File: src/rtl/lfsr_prbs_pkg.sv
// Shared definitions for the PRBS engine.
//   DEFAULT_POLY / DEFAULT_SEED : 26-bit defaults carried over from the old fixed LFSR
//   chk_state_e                 : checker FSM encoding
//   lfsr_step()                 : one Galois step over a WIDTH-bit state held in a
//                                 LFSR_MAX_W container (upper bits ignored / returned 0)
package lfsr_prbs_pkg;

  localparam int          LFSR_MAX_W   = 64;
  localparam logic [25:0] DEFAULT_POLY = 26'h182;
  localparam logic [25:0] DEFAULT_SEED = 26'h1;

  typedef enum logic [1:0] {
    CHK_IDLE = 2'd0,
    CHK_RUN  = 2'd1,
    CHK_LOST = 2'd2
  } chk_state_e;

  // fb is the MSB; it wraps into bit 0 unconditionally and is XORed into every
  // stage whose POLY bit is set.
  function automatic logic [LFSR_MAX_W-1:0] lfsr_step(
    input logic [LFSR_MAX_W-1:0] s,
    input logic [LFSR_MAX_W-1:0] poly,
    input int                    width
  );
    logic [LFSR_MAX_W-1:0] n;
    logic                  fb;
    fb   = s[width-1];
    n    = '0;
    n[0] = fb;
    for (int i = 1; i < LFSR_MAX_W; i++)
      if (i < width) n[i] = s[i-1] ^ (poly[i] & fb);
    return n;
  endfunction

endpackage

File: src/rtl/lfsr_multistep.sv
// Combinational STEPS-deep unroll of the Galois LFSR step.
//   state_in  : current state
//   state_out : state after STEPS steps
//   bits_out  : emitted bits, bit k = MSB of the state before step k (bit 0 first in time)
module lfsr_multistep
  import lfsr_prbs_pkg::*;
#(
  parameter int               WIDTH = 26,
  parameter logic [WIDTH-1:0] POLY  = WIDTH'(DEFAULT_POLY),
  parameter int               STEPS = 1
) (
  input  logic [WIDTH-1:0] state_in,
  output logic [WIDTH-1:0] state_out,
  output logic [STEPS-1:0] bits_out
);

  logic [STEPS:0][WIDTH-1:0] chain;

  assign chain[0] = state_in;

  for (genvar k = 0; k < STEPS; k++) begin : g_step
    assign bits_out[k]  = chain[k][WIDTH-1];
    assign chain[k+1]   = WIDTH'(lfsr_step(LFSR_MAX_W'(chain[k]), LFSR_MAX_W'(POLY), WIDTH));
  end

  assign state_out = chain[STEPS];

endmodule

File: src/rtl/lfsr_prbs_engine.sv
// PRBS generator + matched checker built on a parametrised Galois LFSR.
// Generator:
//   gen_en/gen_valid  : valid follows enable one cycle later
//   gen_ready         : sink ready; a transfer advances the state STEPS steps
//   gen_load/gen_din  : parallel load (zero loads SEED), wins over advance
//   gen_dout          : STEPS-bit word, bit 0 first in time (combinational from state)
//   gen_state         : current generator state
// Checker:
//   chk_start/chk_seed: (re)start into RUN from seed (zero -> SEED)
//   chk_valid/chk_data: received word, no backpressure
//   chk_locked/lost   : FSM in RUN / LOST
//   chk_err           : one-cycle flag after an errored word
//   chk_err_cnt       : saturating count of errored bits
// clk, rst_n        : clock, synchronous active-low reset
module lfsr_prbs_engine
  import lfsr_prbs_pkg::*;
#(
  parameter int               WIDTH      = 26,
  parameter logic [WIDTH-1:0] POLY       = WIDTH'(DEFAULT_POLY),
  parameter logic [WIDTH-1:0] SEED       = WIDTH'(DEFAULT_SEED),
  parameter int               STEPS      = 1,
  parameter int               LOST_WORDS = 4,
  parameter int               ERR_W      = 16
) (
  input  logic             clk,
  input  logic             rst_n,
  input  logic             gen_en,
  input  logic             gen_load,
  input  logic [WIDTH-1:0] gen_din,
  output logic             gen_valid,
  input  logic             gen_ready,
  output logic [STEPS-1:0] gen_dout,
  output logic [WIDTH-1:0] gen_state,
  input  logic             chk_start,
  input  logic [WIDTH-1:0] chk_seed,
  input  logic             chk_valid,
  input  logic [STEPS-1:0] chk_data,
  output logic             chk_locked,
  output logic             chk_lost,
  output logic             chk_err,
  output logic [ERR_W-1:0] chk_err_cnt
);

  localparam int EW = $clog2(STEPS + 1);
  localparam int BW = $clog2(LOST_WORDS + 1);

  // ---------------- generator ----------------
  logic [WIDTH-1:0] gen_state_q, gen_next;
  logic             gen_valid_q;

  lfsr_multistep #(.WIDTH(WIDTH), .POLY(POLY), .STEPS(STEPS)) u_gen_step (
    .state_in  (gen_state_q),
    .state_out (gen_next),
    .bits_out  (gen_dout)
  );

  always_ff @(posedge clk) begin
    if (!rst_n) begin
      gen_state_q <= SEED;
      gen_valid_q <= 1'b0;
    end else begin
      gen_valid_q <= gen_en;
      if (gen_load)
        gen_state_q <= (gen_din == '0) ? SEED : gen_din;
      else if (gen_state_q == '0)        // lock-up state (upset): recover
        gen_state_q <= SEED;
      else if (gen_valid_q && gen_ready)
        gen_state_q <= gen_next;
    end
  end

  assign gen_valid = gen_valid_q;
  assign gen_state = gen_state_q;

  // ---------------- checker ----------------
  chk_state_e       st_q, st_d;
  logic [WIDTH-1:0] chk_lfsr_q, chk_lfsr_d, chk_next;
  logic [STEPS-1:0] chk_exp;
  logic [ERR_W-1:0] cnt_q, cnt_d;
  logic             err_q, err_d;
  logic [BW-1:0]    bad_q, bad_d;
  logic [EW-1:0]    err_bits;
  logic [ERR_W:0]   cnt_sum;

  lfsr_multistep #(.WIDTH(WIDTH), .POLY(POLY), .STEPS(STEPS)) u_chk_step (
    .state_in  (chk_lfsr_q),
    .state_out (chk_next),
    .bits_out  (chk_exp)
  );

  always_comb begin
    err_bits = '0;
    for (int k = 0; k < STEPS; k++)
      err_bits = err_bits + EW'(chk_data[k] ^ chk_exp[k]);
  end

  // one spare bit catches the carry out for saturation
  assign cnt_sum = {1'b0, cnt_q} + (ERR_W+1)'(err_bits);

  always_comb begin
    st_d       = st_q;
    chk_lfsr_d = chk_lfsr_q;
    cnt_d      = cnt_q;
    bad_d      = bad_q;
    err_d      = 1'b0;
    if (chk_start) begin
      st_d       = CHK_RUN;
      chk_lfsr_d = (chk_seed == '0) ? SEED : chk_seed;
      cnt_d      = '0;
      bad_d      = '0;
    end else begin
      case (st_q)
        CHK_RUN: begin
          if (chk_lfsr_q == '0) begin
            chk_lfsr_d = SEED;
          end else if (chk_valid) begin
            chk_lfsr_d = chk_next;
            cnt_d      = cnt_sum[ERR_W] ? '1 : cnt_sum[ERR_W-1:0];
            err_d      = (err_bits != '0);
            if (err_bits != '0) begin
              bad_d = bad_q + BW'(1);
              if (bad_q == BW'(LOST_WORDS - 1)) st_d = CHK_LOST;
            end else begin
              bad_d = '0;
            end
          end
        end
        default: ;  // IDLE and LOST ignore traffic
      endcase
    end
  end

  always_ff @(posedge clk) begin
    if (!rst_n) begin
      st_q       <= CHK_IDLE;
      chk_lfsr_q <= SEED;
      cnt_q      <= '0;
      err_q      <= 1'b0;
      bad_q      <= '0;
    end else begin
      st_q       <= st_d;
      chk_lfsr_q <= chk_lfsr_d;
      cnt_q      <= cnt_d;
      err_q      <= err_d;
      bad_q      <= bad_d;
    end
  end

  assign chk_locked  = (st_q == CHK_RUN);
  assign chk_lost    = (st_q == CHK_LOST);
  assign chk_err     = err_q;
  assign chk_err_cnt = cnt_q;

endmodule

File: config.mk
export PLATFORM = sky130hd
export DESIGN_NAME = lfsr_prbs_engine
export DESIGN_NICKNAME = d
export VERILOG_FILES = /design/src/rtl/lfsr_prbs_pkg.sv /design/src/rtl/lfsr_multistep.sv /design/src/rtl/lfsr_prbs_engine.sv
export SDC_FILE = /design/constraint.sdc
export NUM_CORES = 1
export LEC_CHECK = 0
export ABC_AREA = 1
export CAP_MARGIN = 10
export CORE_UTILIZATION = 34
export DETAILED_ROUTE_END_ITERATION = 10
export GPL_TIMING_DRIVEN = 0
export MAX_ROUTING_LAYER = met4
export PLACE_DENSITY = 0.57
export SKIP_CTS_REPAIR_TIMING = 1
export SYNTH_ARGS = -nofsm -noshare
export SYNTH_HDL_FRONTEND = slang
export SYNTH_SLANG_ARGS = --single-unit
File: constraint.sdc
create_clock -name clk -period 3.7 [get_ports clk]
set_input_delay 0.74 -clock clk [delete_from_list [all_inputs] [get_ports clk]]
set_output_delay 0.74 -clock clk [all_outputs]
set_load 0.01 [all_outputs]
# ---- After elaboration in Yosys (flattened, before gate mapping)
# Cells that the tools add are included.
dict set report totals {
  ff_bits 75
  romBits 0
  latch_bits 0
  wordCells 59
  memories 0
  ram_bits 0
  inputBits 60
  output_inout_bits 47
}
dict set report op_classes {
  eq_ne 4
  mul 0
  shift 0
  n_reduce_logical 17
  n_addsub 2
  bitwise 11
  n_lt_le_gt_ge 0
  mux 17
  n_div 0
}
# cell count
set op_table {}
lappend op_table {{2-to-1 mux 26 bit} 9}
lappend op_table {{logical NOT 26 bit} 4}
lappend op_table {{adder 16 x 1 -> 17 bit} 1}
lappend op_table {{2-to-1 mux 16 bit} 1}
lappend op_table {{AND reduction 5 bit} 2}
lappend op_table {{nonzero test 2 bit} 4}
lappend op_table {{XOR 1 bit} 7}
lappend op_table {{2-to-1 mux 1 bit} 6}
lappend op_table {{nonzero test 3 bit} 2}
lappend op_table {{OR reduction 5 bit} 1}
lappend op_table {{NOT 1 bit} 4}
lappend op_table {{adder 3 x 1 -> 3 bit, second input constant} 1}
lappend op_table {{== test 3 x 2 -> 1 bit, second input constant} 1}
lappend op_table {{2-to-1 mux 3 bit} 1}
lappend op_table {{AND reduction 3 bit} 1}
lappend op_table {{== test 2 x 1 -> 1 bit, second input constant} 1}
lappend op_table {{== test 2 bit, second input constant} 1}
lappend op_table {{inequality test 2 bit, second input constant} 1}
lappend op_table {{AND reduction 2 bit} 1}
lappend op_table {{OR reduction 2 bit} 1}
lappend op_table {{logical AND 1 bit} 1}

# ---- Logic depth before layout (Yosys ltp)
# Gate-level depths: netlist (run 1).
dict set report logic_depth {
  ltp_word 7
  depth_mapped 13
}

# ---- Modules after synthesis
# A second synthesis (run 1) with hierarchy kept.
dict set report hier_totals {
  cells_unflattened 972
  area_unflattened_um2 5567.8
}
# module cells_each area_each_um2 seq_area_each_um2 instances
set by_module_without_submodules {}
lappend by_module_without_submodules {lfsr_prbs_engine 898 5109.9 1501.4 1}
lappend by_module_without_submodules {lfsr_multistep 37 229.0 0.0 2}

# ---- Worst setup path after synthesis (run 1)
# No wires, ideal clock.
dict set report synth_path {
  path_kind {input to register}
  from {input port chk_data}
  to {register cnt_q[14], in the netlist chk_err_cnt[14]}
  setup_ns 0.132
  path_stages 11
  t_arrival_ns 2.148
  setup_slack_ns 1.419
  cell_sequence {xnor2_1 > inv_1 > ha_1 > ha_1 > nand2_2 > nor2_4 > nand4_4 > buf_6 > nand3_1 > nand2_1 > a21oi_1}
}
dict set report synth_via {
  elab_chain_len 3
}
# element line
set synth_rtl {}
lappend synth_rtl {{start: declaration} lfsr_prbs_engine.sv:37} ;# input logic [STEPS-1:0] chk_data,
lappend synth_rtl {{XOR 1 bit} lfsr_prbs_engine.sv:94} ;# err_bits = err_bits + EW'(chk_data[k] ^ chk_exp[k]);
lappend synth_rtl {{via err_bits} lfsr_prbs_engine.sv:82} ;# logic [EW-1:0] err_bits;
lappend synth_rtl {{adder 16 x 1 -> 17 bit} lfsr_prbs_engine.sv:98} ;# assign cnt_sum = {1'b0, cnt_q} + (ERR_W+1)'(err_bits);
lappend synth_rtl {{2-to-1 mux 16 bit} lfsr_prbs_engine.sv:118} ;# cnt_d = cnt_sum[ERR_W] ? '1 : cnt_sum[ERR_W-1:0];
lappend synth_rtl {{end signal: assignment} lfsr_prbs_engine.sv:143} ;# cnt_q <= cnt_d;
lappend synth_rtl {{end: declaration} lfsr_prbs_engine.sv:79} ;# logic [ERR_W-1:0] cnt_q, cnt_d;
# The timed path passes the listed nets, and every way through them passes these cells.
# A chain may end at the register's enable or synchronous reset.

# ---- Worst setup path after layout (run 1)
dict set report layout_path {
  from {input port chk_data}
  to {register cnt_q[13], in the netlist chk_err_cnt[13]}
}
# Same word-level chain as after synthesis.

==> qor.yml, run 1 <==
synthesis:
  synth_ff_type: "dfxtp_1"
  async_reset_ff_frac: 0
  synth_fa_ha_area_frac: 0.01112
  syn-num-nets: 772
  ys_ff_latch: 75
  yosysUniqueCellTypes: 35
  synthCells: 708
  synth_common_cells: "nand2_1, nor2_1, dfxtp_1, inv_1, nand3_1"
  ys_seq_area_frac: 0.3337
  yosysTopAreaCell: "dfxtp_1"
  yosysMostFrequentCell: "nand2_1"
  syn-cell-area_um2: 4499
  synth.avg_cell_area_um2: 6.355
  synth_compound_area_frac: 0.08343
  yosys.area_share.simple: 0.3932
  synth_top_family_by_area: "simple AND/OR/NAND/NOR gates"
  synth.area.top_cells: "dfxtp_1, nand2_1, nor2_1"
  synth_edf_count: 0
  synthXorXnorAreaFrac: 0.01752
  synthMuxAreaShare: 0.05117
  synth_top_area_frac: 0.3337
  yosys_warnings: 0
pwr:
  switching_power_uw: 603.4
  p_int_uw: 1609
  combPwrFrac: 0.204
  seq_power_share: 0.408
  p_per_area_nw_per_um2: 366.4
  power_leakage_uw: 0.002676
  peakVddDrop_uv: 198.6
  clockPowerShare: 0.388
  p_sw_frac: 0.2728
cts:
  clock-root-buffer: "clkbuf_16"
  cts_buffers: 9
  cts_tree: "done"
  insertion_delay_ns: 0.34
  clockBufferDepth: 2
  htreeDepth: 3
  clock-sinks: 75
  cts.clk_slew.worst_paths_ns: 0.05
critical_path:
  end_kind: "flip-flop"
  crit_slowest_cell: "clkdlybuf4s50_1"
  required_ns: 3.91
  arrival_ns: 2.96
  crit_cells: 12
  cp_max_fo: 10
  worstPathCellList: "clkdlybuf4s50_1, xnor2_1, inv_1, ha_1, ha_1, nand2_2, nor2_4, nand4_4, buf_6, nand3_1, nand2_1, a21oi_1"
  crit_top_cell: "ha_1"
  critPathKind: "in2reg"
  crit_buf_inv: 3
  max_stage_delay_ns: 0.45
  reg2regPathDepth: 12
  critPathTopFamily: "buffers and inverters"
  crit_path_start_kind: "primary input"
floorplan:
  coreArea_um2: 12770
  row_count: 41
  io_pins: 107
  initial_core_util: 0.3522
  die-height_um: 117.0
  die_area_um2: 13700
  die_w_um: 117.0
finish:
  final_util: 0.4727
  area_growth_pct: 34.20
  fillers: 1331
  final_nets: 887
  fin_cells: 998
  drive_gt1_frac: 0.06659
  stdcell_area_um2: 6038
  diodes: 0
route:
  drc: 0
  postRouteAntennaNets: 0
  wl_um: 12760
  dr.pass1.iters: 4
  wire_per_inst_um: 12.79
  vias: 4709
  first_iter_violations: 225
  via_per_inst: 4.718
run_status:
  outcome: "finished clean"
timing:
  grt_setup_unrepaired: "no"
  tightest_slew_ns: 0.6393
  fmax_mhz: 363.4
  slew_viol_final: 0
  hold_viol: 0
  slew_headroom: 0.5738
  period_needed_ns: 2.752
  setup_viol: 0
  tns_ns: 0
  finClkSkew_ns: 0.006787
  period_share: 0.7438
place:
  numPortBuffers: 104
  gp_congestion: 0.8625
  numPlacedInstances: 984
  place_area_um2: 5756
  place_hpwl_um: 9811
job:
  max_cap_violations: 0
global_routing:
  overflow: 0
  grt_max_degree: 12
  first_global_vias: 4490
  antenna_found_initial: 0
  grt_first_pass_wirelength_um: 21060
  grt_use_total: 0.2059
worst_hold_path:
  min_path_type: "reg2reg"
  hold_depth: 2
final cells by class:
type                    count  area (um2)  area share
multi-input cells         526        2504      0.4146
flip-flops and latches     75        1501      0.2487
repair buffers            104        1041      0.1724
inverters                  73       275.3     0.04559
clock buffers              11       242.7     0.04020
plain buffers              34       219.0     0.03626
well taps                 172       215.2     0.03564
clock inverters             3       40.04    0.006631
kinds of logic after synthesis:
family                   count (synthesis)
AND/OR/NAND/NOR                        415
buffers and inverters                  107
AO/OA/AOI/OAI                           75
flip-flops                              75
multiplexers                            23
XOR/XNOR                                 9
adder cells (fa/ha/maj)                  4
worst register-to-register path, delay by kind of cell (launching register included):
family	cells	cell delay (ns)
simple gates	5	0.48
buf+inv	3	0.46
flops	1	0.30
compound gates	1	0.06
fa+ha+maj	2	0.51
xor+xnor	1	0.39
sequential cells by signal, indices dropped and copies added (netlist names):
signal / flops
gen_state: 26
gen_valid: 1
bad_q: 3
chk_err: 1
chk_lfsr_q: 26
chk_err_cnt: 16
st_q: 2
final timing paths:
path / startpoint / end / slack, ns
min reg2reg: st_q[1] / st_q[1] / 0.45
max: chk_data / chk_err_cnt[13] / 0.95
min: st_q[1] / st_q[1] / 0.45
max reg2reg: chk_lfsr_q[25] / chk_err_cnt[13] / 1.37
layout by cell type, fill, tap and decap left out, types with 2 or more instances in the layout:
cell / synthesis / final
o21ai_0: 28 / 28
clkinv_2: 1 / 3
nor3_1: 3 / 3
nand3_1: 51 / 51
nor2_1: 161 / 161
a21oi_1: 43 / 43
buf_6: 7 / 7
nor2_2: 4 / 4
nand2_4: 3 / 3
mux2i_1: 23 / 23
nand3b_1: 5 / 5
o21ai_1: 4 / 4
clkbuf_16: 0 / 9
nand4_1: 11 / 11
or2_2: 2 / 2
nand2_2: 2 / 2
inv_1: 68 / 68
xnor2_1: 7 / 7
and2_1: 2 / 2
clkbuf_1: 10 / 11
xor2_1: 2 / 2
inv_2: 3 / 3
nand3_2: 2 / 2
buf_4: 4 / 4
buf_2: 10 / 10
ha_1: 4 / 4
dfxtp_1: 75 / 75
buf_1: 2 / 2
nand2_1: 164 / 164
clkdlybuf4s50_1: 0 / 104
through the flow:
step,hold slack [ns],worst slack [ns],power [uW]
global route,0.4826,0.7579,2328
global placement,0.4405,0.5721,1365
floorplan,0.4266,1.419,1178
CTS,0.4540,0.9549,2239
finish,0.4477,0.9480,2212
detailed placement,0.4436,0.6102,1370
power groups by stage:
stage | sequential, uW | clock [uW] | combinational (uW)
floorplan | 920 | 0 | 258
global placement | 918 | 0 | 446
detailed placement | 919 | 0 | 451
CTS | 903 | 882 | 454
global route | 911 | 911 | 506
finish | 903 | 859 | 451
routing by layer:
| metal | vias up | part of all wire | global-route usage |
|---|---|---|---|
| met5 | - | 0 | - |
| met4 | 0 | 0.018 | 0.07679 |
| met3 | 17 | 0.055 | 0.04274 |
| met2 | 119 | 0.46 | 0.3286 |
| met1 | 2115 | 0.47 | 0.2563 |
| li1 | 2458 | - | - |
(Power assumes the default switching activity.)
==> inputs of run 2 (changes only) <==
- PLACE_DENSITY: 0.57 -> 0.59
- clock period: 3.7 -> 2.36 ns (I/O delays scaled with it)
==> qor.yml, run 2 (synthesized netlist as in run 1, its figures left out) <==
cts:
  cts_buffers: 9  # unchanged
  cts_tree: "done"  # unchanged
  clock-root-buffer: "clkbuf_16"  # unchanged
  clock-sinks: 75  # unchanged
  htreeDepth: 3  # unchanged
  cts.clk_slew.worst_paths_ns: 0.06  # was 0.05 ns
  clockBufferDepth: 2  # unchanged
  insertion_delay_ns: 0.34  # about the same
timing:
  slew_viol_final: 0  # unchanged
  period_needed_ns: 2.084
  tightest_slew_ns: 0.6346  # was 0.6393 ns
  period_share: 0.8829
  hold_viol: 0  # unchanged
  tns_ns: 0  # unchanged
  finClkSkew_ns: 0.006266  # was 0.006787 ns
  grt_setup_unrepaired: "no"  # unchanged
  fmax_mhz: 479.9
  slew_headroom: 0.5769  # was 0.5738
  setup_viol: 0  # unchanged
worst_hold_path:
  min_path_type: "reg2reg"  # unchanged
run_status:
  outcome: "finished clean"  # unchanged
critical_path:
  crit_path_start_kind: "flip-flop"  # was primary input
  required_ns: 2.63  # was 3.91 ns
  worstPathCellList: "buf_6, xnor2_4, inv_2, ha_2, ha_4, nand2_2, nor2_4, nand4_4, buf_6, nand3_1, nand2_1, a21oi_1"  # was clkdlybuf4s50_1, xnor2_1, inv_1, ha_1, ha_1, nand2_2, nor2_4, nand4_4, buf_6, nand3_1, nand2_1, a21oi_1
  critPathKind: "reg2reg"  # was in2reg
  max_stage_delay_ns: 0.30  # was 0.45 ns
  end_kind: "flip-flop"  # unchanged
  arrival_ns: 2.35  # was 2.96 ns
  reg2reg_slack_ns: 0.28  # was 1.37 ns
  cp_max_fo: 10  # unchanged
  crit_buf_inv: 3  # unchanged
  crit_slowest_cell: "dfxtp_1"  # was clkdlybuf4s50_1
  critPathTopFamily: "simple AND/OR/NAND/NOR gates"  # was buffers and inverters
  crit_top_cell: "buf_6"  # was ha_1
finish:
  area_growth_pct: 36.90  # was 34.20%
  final_nets: 891  # was 887
  drive_gt1_frac: 0.07933  # was 0.06659
  final_util: 0.4822  # was 0.4727
  layout_commonest_cell: "nand2_1"  # unchanged
  diodes: 0  # unchanged
  mostFrequentLayoutCells: "nand2_1, nor2_1, clkdlybuf4s50_1"  # unchanged
floorplan:
  die_area_um2: 13700  # unchanged
  die_w_um: 117.0  # unchanged
  initial_core_util: 0.3522  # unchanged
  row_count: 41  # unchanged
  coreArea_um2: 12770  # unchanged
  die-height_um: 117.0  # unchanged
  io_pins: 107  # unchanged
global_routing:
  antenna_found_initial: 0  # unchanged
  first_global_vias: 4621  # was 4490
  grt_first_pass_wirelength_um: 21280  # was 21060 um
  overflow: 0  # unchanged
  grt_max_degree: 14  # was 12
  grt_use_total: 0.2048  # was 0.2059
route:
  first_iter_violations: 260  # was 225
  drc: 0  # unchanged
  vias: 4811  # was 4709
  wire_per_inst_um: 12.76  # was 12.79 um
  postRouteAntennaNets: 0  # unchanged
  via_per_inst: 4.792  # was 4.718
  wl_um: 12810  # was 12760 um
  dr.pass1.iters: 5  # was 4
pwr:
  peakVddDrop_uv: 366.4  # was 198.6 uV
  finalPower_uw: 3674  # was 2212 uW
  power_leakage_uw: 0.002725  # was 0.002676 uW
  p_per_area_nw_per_um2: 596.5  # was 366.4 nW/um2
place:
  numPortBuffers: 104  # unchanged
  gp_congestion: 0.9047  # was 0.8625
  place_hpwl_um: 9748  # was 9811 um
job:
  max_cap_violations: 0  # unchanged
==> run 2: metrics by stage <==
step                      instance area [um2]  cells  setup WS, ns  hold slack [ns]
after floorplan                          4499    708        0.3474           0.4266
after global placement                   5756    984       -0.5037           0.4409
after detailed placement                 5756    984       -0.5419           0.4449
after CTS                                6093   1000       -0.1991           0.4553
after global routing                     6160   1004        0.1559           0.4803
final                                    6160   1004        0.2764           0.4592
==> run 2: final cells by class <==
class / count / area (um2)
buffer: 34 / 219.0
clock buffer: 11 / 252.7
clock inverter: 5 / 85.08
fill: 1332 / 6614
inverter: 73 / 275.3
multi-input combinational: 526 / 2537
sequential: 75 / 1501
tap: 172 / 215.2
timing repair buffer: 108 / 1074
==> run 2: power breakdown <==
| part | switching [uW] | internal, uW |
|---|---|---|
| combinational | 369 | 346 |
| clock | 557 | 987 |
| sequential | 66.7 | 1350 |
==> run 2: worst register-to-register path, stage by stage, from the launching register on <==
cell	delay [ns]
dfxtp_1	0.30
buf_6	0.14
xnor2_4	0.17
inv_2	0.10
ha_2	0.23
ha_4	0.18
nand2_2	0.08
nor2_4	0.19
nand4_4	0.18
buf_6	0.20
nand3_1	0.07
nand2_1	0.05
a21oi_1	0.13
==> run 2: worst paths after layout <==
check | startpoint | to | cells past startpoint
worst max-delay path | chk_lfsr_q[25] | chk_err_cnt[12] | 12
worst min-delay path | st_q[1] | st_q[1] | 2
worst max register to register | chk_lfsr_q[25] | chk_err_cnt[12] | 12
worst min register to register | st_q[1] | st_q[1] | 2
==> run 2: routing by layer <==
metal | routed length [um] | global-route usage | share of wire
met1 | 5888 | 0.2526 | 0.46
met2 | 6078 | 0.3341 | 0.47
met3 | 599 | 0.03296 | 0.047
met4 | 242 | 0.08270 | 0.019
met5 | 0 | - | 0
